===== src/rtl/mdio_pkg.sv =====
// rtl/mdio_pkg.sv - shared MDIO op/owner/state types and BMSR constants
package mdio_pkg;

  typedef enum logic {
    OP_READ  = 1'b0,
    OP_WRITE = 1'b1
  } mdio_op_t;

  typedef enum logic {
    OWN_SW   = 1'b0,
    OWN_POLL = 1'b1
  } owner_t;

  typedef enum logic [1:0] {
    ST_IDLE     = 2'd0,
    ST_ISSUE    = 2'd1,
    ST_WAIT_RSP = 2'd2
  } fsm_state_t;

  localparam logic [4:0] REG_BMSR      = 5'd1;
  localparam int         BMSR_LINK_BIT = 2;

  // Counter width able to hold n-1, never narrower than one bit.
  function automatic int cnt_width(input int n);
    return (n > 2) ? $clog2(n) : 1;
  endfunction

endpackage


===== src/rtl/mdio_poll_arbiter_if.sv =====
// rtl/mdio_poll_arbiter_if.sv - software, engine and status signals of the MDIO arbiter
interface mdio_poll_arbiter_if;

  logic        sw_req_valid;
  logic        sw_req_ready;
  logic        sw_req_write;
  logic [4:0]  sw_req_regaddr;
  logic [15:0] sw_req_wdata;
  logic        sw_rsp_valid;
  logic [15:0] sw_rsp_rdata;
  logic        sw_rsp_err;

  logic        mdio_cmd_valid;
  logic        mdio_cmd_ready;
  logic        mdio_cmd_write;
  logic [4:0]  mdio_cmd_phyaddr;
  logic [4:0]  mdio_cmd_regaddr;
  logic [15:0] mdio_cmd_wdata;
  logic        mdio_rsp_valid;
  logic [15:0] mdio_rsp_rdata;

  logic [15:0] phy_status;
  logic        phy_link_up;
  logic        poll_fail;

  modport slave (
    input  sw_req_valid, sw_req_write, sw_req_regaddr, sw_req_wdata,
    output sw_req_ready, sw_rsp_valid, sw_rsp_rdata, sw_rsp_err,
    input  mdio_cmd_ready, mdio_rsp_valid, mdio_rsp_rdata,
    output mdio_cmd_valid, mdio_cmd_write, mdio_cmd_phyaddr, mdio_cmd_regaddr, mdio_cmd_wdata,
    output phy_status, phy_link_up, poll_fail
  );

  modport master (
    output sw_req_valid, sw_req_write, sw_req_regaddr, sw_req_wdata,
    input  sw_req_ready, sw_rsp_valid, sw_rsp_rdata, sw_rsp_err,
    output mdio_cmd_ready, mdio_rsp_valid, mdio_rsp_rdata,
    input  mdio_cmd_valid, mdio_cmd_write, mdio_cmd_phyaddr, mdio_cmd_regaddr, mdio_cmd_wdata,
    input  phy_status, phy_link_up, poll_fail
  );

endinterface


===== src/rtl/mdio_poll_timer.sv =====
// rtl/mdio_poll_timer.sv - reloadable down-counter with a one-cycle expiry pulse, gated by enable
module mdio_poll_timer
  import mdio_pkg::*;
#(
  parameter int INTERVAL = 1000000
) (
  input  logic clk,
  input  logic rst_n,
  input  logic en_i,
  output logic expire_o
);

  localparam int W = cnt_width(INTERVAL);
  localparam logic [W-1:0] RELOAD = W'(INTERVAL - 1);

  logic [W-1:0] cnt_q, cnt_d;

  // Holding en_i low freezes the count so a paused poller resumes mid-interval.
  always_comb begin
    cnt_d    = cnt_q;
    expire_o = 1'b0;
    if (en_i) begin
      if (cnt_q == '0) begin
        expire_o = 1'b1;
        cnt_d    = RELOAD;
      end else begin
        cnt_d = cnt_q - W'(1);
      end
    end
  end

  always_ff @(posedge clk or negedge rst_n) begin
    if (!rst_n) begin
      cnt_q <= RELOAD;
    end else begin
      cnt_q <= cnt_d;
    end
  end

endmodule


===== src/rtl/mdio_poll_arbiter.sv =====
// rtl/mdio_poll_arbiter.sv - shares one MDIO engine between software accesses and a BMSR link poller
module mdio_poll_arbiter
  import mdio_pkg::*;
#(
  parameter logic [4:0] PHY_ADDR      = 5'd0,
  parameter logic [4:0] POLL_REG      = REG_BMSR,
  parameter int         POLL_INTERVAL = 1000000,
  parameter int         RSP_TIMEOUT   = 4096
) (
  input  logic               pclk,
  input  logic               preset_n,
  input  logic               poll_en,
  mdio_poll_arbiter_if.slave bus
);

  localparam int TMO_W = cnt_width(RSP_TIMEOUT);
  localparam logic [TMO_W-1:0] TMO_RELOAD = TMO_W'(RSP_TIMEOUT - 1);

  fsm_state_t       state_q, state_d;
  owner_t           owner_q, owner_d;
  owner_t           last_grant_q, last_grant_d;
  mdio_op_t         op_q, op_d;
  logic [4:0]       regaddr_q, regaddr_d;
  logic [15:0]      wdata_q, wdata_d;
  logic [TMO_W-1:0] tmo_q, tmo_d;
  logic             poll_pending_q, poll_pending_d;
  logic             sw_rsp_valid_q, sw_rsp_valid_d;
  logic [15:0]      sw_rsp_rdata_q, sw_rsp_rdata_d;
  logic             sw_rsp_err_q, sw_rsp_err_d;
  logic [15:0]      phy_status_q, phy_status_d;
  logic             poll_fail_q, poll_fail_d;

  logic             poll_expire;
  logic             grant_sw;
  logic             grant_poll;

  mdio_poll_timer #(
    .INTERVAL (POLL_INTERVAL)
  ) u_poll_timer (
    .clk      (pclk),
    .rst_n    (preset_n),
    .en_i     (poll_en),
    .expire_o (poll_expire)
  );

  // Round-robin only matters when both requesters are pending in the same IDLE cycle.
  always_comb begin
    grant_sw   = 1'b0;
    grant_poll = 1'b0;
    if (state_q == ST_IDLE) begin
      if (bus.sw_req_valid && poll_pending_q) begin
        if (last_grant_q == OWN_POLL) begin
          grant_sw = 1'b1;
        end else begin
          grant_poll = 1'b1;
        end
      end else if (bus.sw_req_valid) begin
        grant_sw = 1'b1;
      end else if (poll_pending_q) begin
        grant_poll = 1'b1;
      end
    end
  end

  // An expiry in the grant cycle wins over the clear, so that poll is kept.
  assign poll_pending_d = poll_expire | (poll_pending_q & ~grant_poll);

  always_comb begin
    state_d        = state_q;
    owner_d        = owner_q;
    last_grant_d   = last_grant_q;
    op_d           = op_q;
    regaddr_d      = regaddr_q;
    wdata_d        = wdata_q;
    tmo_d          = tmo_q;
    sw_rsp_valid_d = 1'b0;
    sw_rsp_rdata_d = sw_rsp_rdata_q;
    sw_rsp_err_d   = sw_rsp_err_q;
    phy_status_d   = phy_status_q;
    poll_fail_d    = poll_fail_q;

    case (state_q)
      ST_IDLE: begin
        if (grant_sw) begin
          owner_d      = OWN_SW;
          last_grant_d = OWN_SW;
          op_d         = bus.sw_req_write ? OP_WRITE : OP_READ;
          regaddr_d    = bus.sw_req_regaddr;
          wdata_d      = bus.sw_req_wdata;
          state_d      = ST_ISSUE;
        end else if (grant_poll) begin
          owner_d      = OWN_POLL;
          last_grant_d = OWN_POLL;
          op_d         = OP_READ;
          regaddr_d    = POLL_REG;
          wdata_d      = '0;
          state_d      = ST_ISSUE;
        end
      end

      ST_ISSUE: begin
        if (bus.mdio_cmd_ready) begin
          tmo_d   = TMO_RELOAD;
          state_d = ST_WAIT_RSP;
        end
      end

      ST_WAIT_RSP: begin
        if (bus.mdio_rsp_valid) begin
          if (owner_q == OWN_SW) begin
            sw_rsp_valid_d = 1'b1;
            sw_rsp_rdata_d = bus.mdio_rsp_rdata;
            sw_rsp_err_d   = 1'b0;
          end else begin
            phy_status_d = bus.mdio_rsp_rdata;
            poll_fail_d  = 1'b0;
          end
          state_d = ST_IDLE;
        end else if (tmo_q == '0) begin
          // A failed poll keeps the last good status visible to the MAC and LEDs.
          if (owner_q == OWN_SW) begin
            sw_rsp_valid_d = 1'b1;
            sw_rsp_rdata_d = 16'hffff;
            sw_rsp_err_d   = 1'b1;
          end else begin
            poll_fail_d = 1'b1;
          end
          state_d = ST_IDLE;
        end else begin
          tmo_d = tmo_q - TMO_W'(1);
        end
      end

      default: begin
        state_d = ST_IDLE;
      end
    endcase
  end

  always_ff @(posedge pclk or negedge preset_n) begin
    if (!preset_n) begin
      state_q        <= ST_IDLE;
      owner_q        <= OWN_SW;
      last_grant_q   <= OWN_POLL;
      op_q           <= OP_READ;
      regaddr_q      <= '0;
      wdata_q        <= '0;
      tmo_q          <= '0;
      poll_pending_q <= 1'b0;
      sw_rsp_valid_q <= 1'b0;
      sw_rsp_rdata_q <= '0;
      sw_rsp_err_q   <= 1'b0;
      phy_status_q   <= '0;
      poll_fail_q    <= 1'b0;
    end else begin
      state_q        <= state_d;
      owner_q        <= owner_d;
      last_grant_q   <= last_grant_d;
      op_q           <= op_d;
      regaddr_q      <= regaddr_d;
      wdata_q        <= wdata_d;
      tmo_q          <= tmo_d;
      poll_pending_q <= poll_pending_d;
      sw_rsp_valid_q <= sw_rsp_valid_d;
      sw_rsp_rdata_q <= sw_rsp_rdata_d;
      sw_rsp_err_q   <= sw_rsp_err_d;
      phy_status_q   <= phy_status_d;
      poll_fail_q    <= poll_fail_d;
    end
  end

  assign bus.sw_req_ready     = grant_sw;
  assign bus.sw_rsp_valid     = sw_rsp_valid_q;
  assign bus.sw_rsp_rdata     = sw_rsp_rdata_q;
  assign bus.sw_rsp_err       = sw_rsp_err_q;

  assign bus.mdio_cmd_valid   = (state_q == ST_ISSUE);
  assign bus.mdio_cmd_write   = (op_q == OP_WRITE);
  assign bus.mdio_cmd_phyaddr = (state_q == ST_ISSUE) ? PHY_ADDR : 5'd0;
  assign bus.mdio_cmd_regaddr = regaddr_q;
  assign bus.mdio_cmd_wdata   = wdata_q;

  assign bus.phy_status       = phy_status_q;
  assign bus.phy_link_up      = phy_status_q[BMSR_LINK_BIT];
  assign bus.poll_fail        = poll_fail_q;

endmodule

===== src/flat_wrapper.sv =====
// flat-port wrapper written by rule: the top's interface ports become plain ports
module mdio_poll_arbiter_flat import mdio_pkg::*;
#(
  parameter logic [4:0] PHY_ADDR      = 5'd0,
  parameter logic [4:0] POLL_REG      = REG_BMSR,
  parameter int         POLL_INTERVAL = 1000000,
  parameter int         RSP_TIMEOUT   = 4096
)
  (pclk, preset_n, poll_en, bus_sw_req_valid, bus_sw_req_write, bus_sw_req_regaddr, bus_sw_req_wdata, bus_sw_req_ready, bus_sw_rsp_valid, bus_sw_rsp_rdata, bus_sw_rsp_err, bus_mdio_cmd_ready, bus_mdio_rsp_valid, bus_mdio_rsp_rdata, bus_mdio_cmd_valid, bus_mdio_cmd_write, bus_mdio_cmd_phyaddr, bus_mdio_cmd_regaddr, bus_mdio_cmd_wdata, bus_phy_status, bus_phy_link_up, bus_poll_fail);
  mdio_poll_arbiter_if bus_i ();
  input  logic pclk;
  input  logic preset_n;
  input  logic poll_en;
  input wire logic [$bits(bus_i.sw_req_valid)-1:0] bus_sw_req_valid;
  input wire logic [$bits(bus_i.sw_req_write)-1:0] bus_sw_req_write;
  input wire logic [$bits(bus_i.sw_req_regaddr)-1:0] bus_sw_req_regaddr;
  input wire logic [$bits(bus_i.sw_req_wdata)-1:0] bus_sw_req_wdata;
  output wire logic [$bits(bus_i.sw_req_ready)-1:0] bus_sw_req_ready;
  output wire logic [$bits(bus_i.sw_rsp_valid)-1:0] bus_sw_rsp_valid;
  output wire logic [$bits(bus_i.sw_rsp_rdata)-1:0] bus_sw_rsp_rdata;
  output wire logic [$bits(bus_i.sw_rsp_err)-1:0] bus_sw_rsp_err;
  input wire logic [$bits(bus_i.mdio_cmd_ready)-1:0] bus_mdio_cmd_ready;
  input wire logic [$bits(bus_i.mdio_rsp_valid)-1:0] bus_mdio_rsp_valid;
  input wire logic [$bits(bus_i.mdio_rsp_rdata)-1:0] bus_mdio_rsp_rdata;
  output wire logic [$bits(bus_i.mdio_cmd_valid)-1:0] bus_mdio_cmd_valid;
  output wire logic [$bits(bus_i.mdio_cmd_write)-1:0] bus_mdio_cmd_write;
  output wire logic [$bits(bus_i.mdio_cmd_phyaddr)-1:0] bus_mdio_cmd_phyaddr;
  output wire logic [$bits(bus_i.mdio_cmd_regaddr)-1:0] bus_mdio_cmd_regaddr;
  output wire logic [$bits(bus_i.mdio_cmd_wdata)-1:0] bus_mdio_cmd_wdata;
  output wire logic [$bits(bus_i.phy_status)-1:0] bus_phy_status;
  output wire logic [$bits(bus_i.phy_link_up)-1:0] bus_phy_link_up;
  output wire logic [$bits(bus_i.poll_fail)-1:0] bus_poll_fail;
  assign bus_i.sw_req_valid = bus_sw_req_valid;
  assign bus_i.sw_req_write = bus_sw_req_write;
  assign bus_i.sw_req_regaddr = bus_sw_req_regaddr;
  assign bus_i.sw_req_wdata = bus_sw_req_wdata;
  assign bus_sw_req_ready = bus_i.sw_req_ready;
  assign bus_sw_rsp_valid = bus_i.sw_rsp_valid;
  assign bus_sw_rsp_rdata = bus_i.sw_rsp_rdata;
  assign bus_sw_rsp_err = bus_i.sw_rsp_err;
  assign bus_i.mdio_cmd_ready = bus_mdio_cmd_ready;
  assign bus_i.mdio_rsp_valid = bus_mdio_rsp_valid;
  assign bus_i.mdio_rsp_rdata = bus_mdio_rsp_rdata;
  assign bus_mdio_cmd_valid = bus_i.mdio_cmd_valid;
  assign bus_mdio_cmd_write = bus_i.mdio_cmd_write;
  assign bus_mdio_cmd_phyaddr = bus_i.mdio_cmd_phyaddr;
  assign bus_mdio_cmd_regaddr = bus_i.mdio_cmd_regaddr;
  assign bus_mdio_cmd_wdata = bus_i.mdio_cmd_wdata;
  assign bus_phy_status = bus_i.phy_status;
  assign bus_phy_link_up = bus_i.phy_link_up;
  assign bus_poll_fail = bus_i.poll_fail;
  mdio_poll_arbiter #(.PHY_ADDR(PHY_ADDR), .POLL_REG(POLL_REG), .POLL_INTERVAL(POLL_INTERVAL), .RSP_TIMEOUT(RSP_TIMEOUT)) u_core (.pclk(pclk), .preset_n(preset_n), .poll_en(poll_en), .bus(bus_i));
endmodule

===== config.mk =====
export PLATFORM = sky130hd
export DESIGN_NAME = mdio_poll_arbiter_flat
export DESIGN_NICKNAME = d
export VERILOG_FILES = /design/src/rtl/mdio_pkg.sv /design/src/rtl/mdio_poll_arbiter_if.sv /design/src/rtl/mdio_poll_timer.sv /design/src/rtl/mdio_poll_arbiter.sv /design/src/flat_wrapper.sv
export SDC_FILE = /design/constraint.sdc
export NUM_CORES = 1
export LEC_CHECK = 0
export ABC_CLOCK_PERIOD_IN_PS = 3250
export CAP_MARGIN = 15
export CORE_ASPECT_RATIO = 1.4
export CORE_MARGIN = 2
export CORE_UTILIZATION = 30
export DETAILED_ROUTE_END_ITERATION = 10
export HOLD_SLACK_MARGIN = 0.15
export PLACE_DENSITY = 0.52
export SYNTH_ARGS = -nofsm -noshare
export SYNTH_HDL_FRONTEND = slang
export SYNTH_SLANG_ARGS = --single-unit

===== constraint.sdc =====
create_clock -name pclk -period 3.25 [get_ports pclk]
set_input_delay 0.975 -clock pclk [delete_from_list [all_inputs] [get_ports pclk]]
set_output_delay 0.975 -clock pclk [all_outputs]
set_load 0.03 [all_outputs]

==> impl_metrics.ini <==
[outcome]
status = complete, no violations

[layout]
layout-drive-gt1-share_pct = 13.4
final_area_sq_um = 5670
syn_to_final_growth_pct = 38.4
antennaDiodeCount = 0
fin_nets = 504

[synth]
ys_top_cells_by_area = dfrtp_1 50%, dfstp_2 8.3%, a22o_1 4.5%, mux2_2 4.4%, o22a_1 3.9%
synth_edf_count = 0
synth-compound-area-share_pct = 14.4
synth_cell_types = 53
synth_ff_type = dfrtp_1
seq_area_frac_synth_pct = 57.9
syn_inst = 348
synth-simple-area-share_pct = 14.6
ys_ff_latch = 94
synth_top_family_by_area = simple AND/OR/NAND/NOR gates
yosys-mux-area-fraction_pct = 5.38
synth.avg_cell_area_sq_um = 11.8
synth.largest_area_cell = dfrtp_1
syn_area_sq_um = 4090
synth-warning-count = 0
yosysTopAreaCellShare_pct = 49.5
synthAdderAreaFrac_pct = 1.22
async_reset_ff_share_pct = 100
synthXorXnorAreaFrac_pct = 3.00

[die]
dieArea_sq_um = 14600
rows = 50
die_w_um = 103
initial_core_util_pct = 30.7
die_h_um = 142
core-area_sq_um = 13300
ios = 109

[worst_setup_path]
cp_slowest_cell = clkdlybuf4s50_1
cp_num_buf_inv = 2
arrival_ns = 1.89
critPathLaunchType = input pin
critical-path-top-delay-family = buffers and inverters
endpoint_kind = output port
crit_chain = clkdlybuf4s50_1, nand2_1, a21oi_2, buf_4
criticalPathCategory = input pin to output port
required_ns = 2.27
slowest_delay_ns = 0.53
crit_fanout = 4

[global_route]
grt_usage_pct = 14.3
grt_pass1_wl_um = 16100
antenna_found_initial = 0
grt_max_degree = 54
overflow = 0
grt_pass1_vias = 3137

[placement]
post-place-ws_ns = 0.350
gp_congestion = 0.779
dp_hpwl_um = 6990
dpl_cell_area_sq_um = 5350
numPortBuffers = 103

[clocking]
cts_hold_buffers = 0
cts-resized-gates = 0
postCtsSetupBuffers = 0
ctsHtreeMaxLevel = 3
clockRootBuffer = clkbuf_16
cts_buffers = 9
insertion_delay_ns = 0.35
ctsLongestPathBuffers = 2
cts_tree = done
cts.sinks = 94
cts.reportedPaths.clkPinSlew_ns = 0.07

[routing]
wl_per_cell_um = 15.6
vias = 3103
dr.pass1.iters = 4
routed_wl_um = 10000
antenna_left = 0
drtIter0Drc = 80
drc = 0
via_per_inst = 4.83

[power]
power.share.clock_pct = 22.3
ir_worst_vdd_uv = 351
switchingPower_w = 0.00193
combPwrFrac_pct = 40.6
p_per_area_nw_per_um2 = 911
p_leak_nw = 2.35
internal_power_w = 0.00323
switching_share_pct = 37.3
seqPwrFrac_pct = 37.1

[sta]
hold_violations = 0
tns_ns = 0
tightest_slew_ns = 0.685
final.setup_skew_ns = 0.00938
setup_viol = 0
min_period_ns = 2.86
drv_slew = 0
whs_ns = 0.473
fin_ws_ns = 0.386
rsz0062_at_grt = no
fmax_mhz = 349
fin_crit_sh_pct = 88.1
relSlewSlack_pct = 54.3

[job]
cap_violations = 0

[worst_hold_path]
hold_path_class = register to register
-- path summary, 6_finish.rpt --
path                                                           start                                   endpoint  slack (ns)  cells past startpoint
max                                                 bus_sw_req_valid                           bus_sw_req_ready        0.39                      4
min                        u_core.u_poll_timer.cnt_q[19]$_DFFE_PN1P_  u_core.u_poll_timer.cnt_q[19]$_DFFE_PN1P_        0.47                      2
max reg2reg                 u_core.u_poll_timer.cnt_q[0]$_DFFE_PN1P_  u_core.u_poll_timer.cnt_q[14]$_DFFE_PN1P_        0.95                      6
min reg2reg                u_core.u_poll_timer.cnt_q[19]$_DFFE_PN1P_  u_core.u_poll_timer.cnt_q[19]$_DFFE_PN1P_        0.47                      2
max in group asynchronous                                   preset_n   u_core.u_poll_timer.cnt_q[9]$_DFFE_PN1P_        1.91                      2
min in group asynchronous                                   preset_n                u_core.tmo_q[8]$_DFFE_PN0P_        0.62                      1
-- cell usage in the layout, fill, tap and decap left out, types with 8 or more instances in the layout --
master	n
a21oi_1	11
a22o_1	21
buf_4	10
clkbuf_16	9
clkdlybuf4s50_1	101
dfrtp_1	81
dfstp_2	13
inv_1	10
mux2_2	16
nand2_1	18
nand3_1	8
nor2_1	24
nor3_1	10
o22a_1	18
xnor2_1	10
-- Yosys cell counts, drive strengths merged, types with 5 or more instances --
library cell  count
dfrtp            81
nor2             24
a22o             21
nand2            18
o22a             18
mux2             16
dfstp            13
a21oi            12
buf              10
inv              10
nor3             10
xnor2            10
clkbuf            9
nand3             8
o21ai             8
nor4              7
or4               5
-- cell type report --
| class | instances | area [sq um] |
|---|---|---|
| Clock buffer | 10 | 229 |
| Clock inverter | 6 | 91.3 |
| Fill cell | 1291 | 7660 |
| Inverter | 11 | 41.3 |
| Multi-Input combinational cell | 228 | 1600 |
| Sequential cell | 94 | 2370 |
| Tap cell | 182 | 228 |
| Timing Repair Buffer | 112 | 1110 |
-- power by group through the flow --
stage | Sequential (W) | Clock [W] | Combinational, W
2_1_floorplan | 0.00242 | 0 | 0.000735
3_3_place_gp | 0.00192 | 0 | 0.00210
3_5_place_dp | 0.00193 | 0 | 0.00212
4_1_cts | 0.00191 | 0.00119 | 0.00213
5_1_grt | 0.00198 | 0.00123 | 0.00223
6_report | 0.00191 | 0.00115 | 0.00209
-- state kept, by name, summed over array words and instances (netlist names), 2 cells and up --
register	count
u_core.bus.mdio_cmd_wdata	16
u_core.state_q	2
u_core.bus.sw_rsp_rdata	16
u_core.u_poll_timer.cnt_q	20
u_core.bus.mdio_cmd_regaddr	5
u_core.tmo_q	12
u_core.bus.phy_status	16
-- routing by layer --
layer,vias to the layer above,wire length (um),GRT usage (%)
met5,-,0,0
met1,1535,4290,17.4
met2,71,5100,24.3
met4,0,175,6.88
met3,13,439,2.11
li1,1484,-,-
-- worst reg2reg max path: cells and delay by family (launching register included) --
kind	cells	cell delay, ns
adders and majority gates	1	0.27
DFF	1	0.39
buffers and inverters	1	0.08
and+or+nand+nor	4	1.50
-- kinds of logic (layout without fill, tap and decap cells) --
kind of cell / Yosys count / in the layout
AND/OR/NAND/NOR: 108 / 108
flip-flops: 94 / 94
AO/OA/AOI/OAI: 77 / 77
buffers and inverters: 30 / 139
multiplexers: 20 / 20
XOR/XNOR: 14 / 14
adder cells (fa/ha/maj): 4 / 4
other: 1 / 5
-- through the flow --
step / power (W) / utilization [%] / std cells
final: 0.00516 / 42.5 / 643
after global placement: 0.00402 / 40.1 / 627
after floorplan: 0.00316 / - / 352
after CTS: 0.00523 / 42.5 / 643
after global routing: 0.00545 / 42.5 / 643
after detailed placement: 0.00405 / 40.1 / 627
No activity file was read; power rests on OpenSTA's default activity.
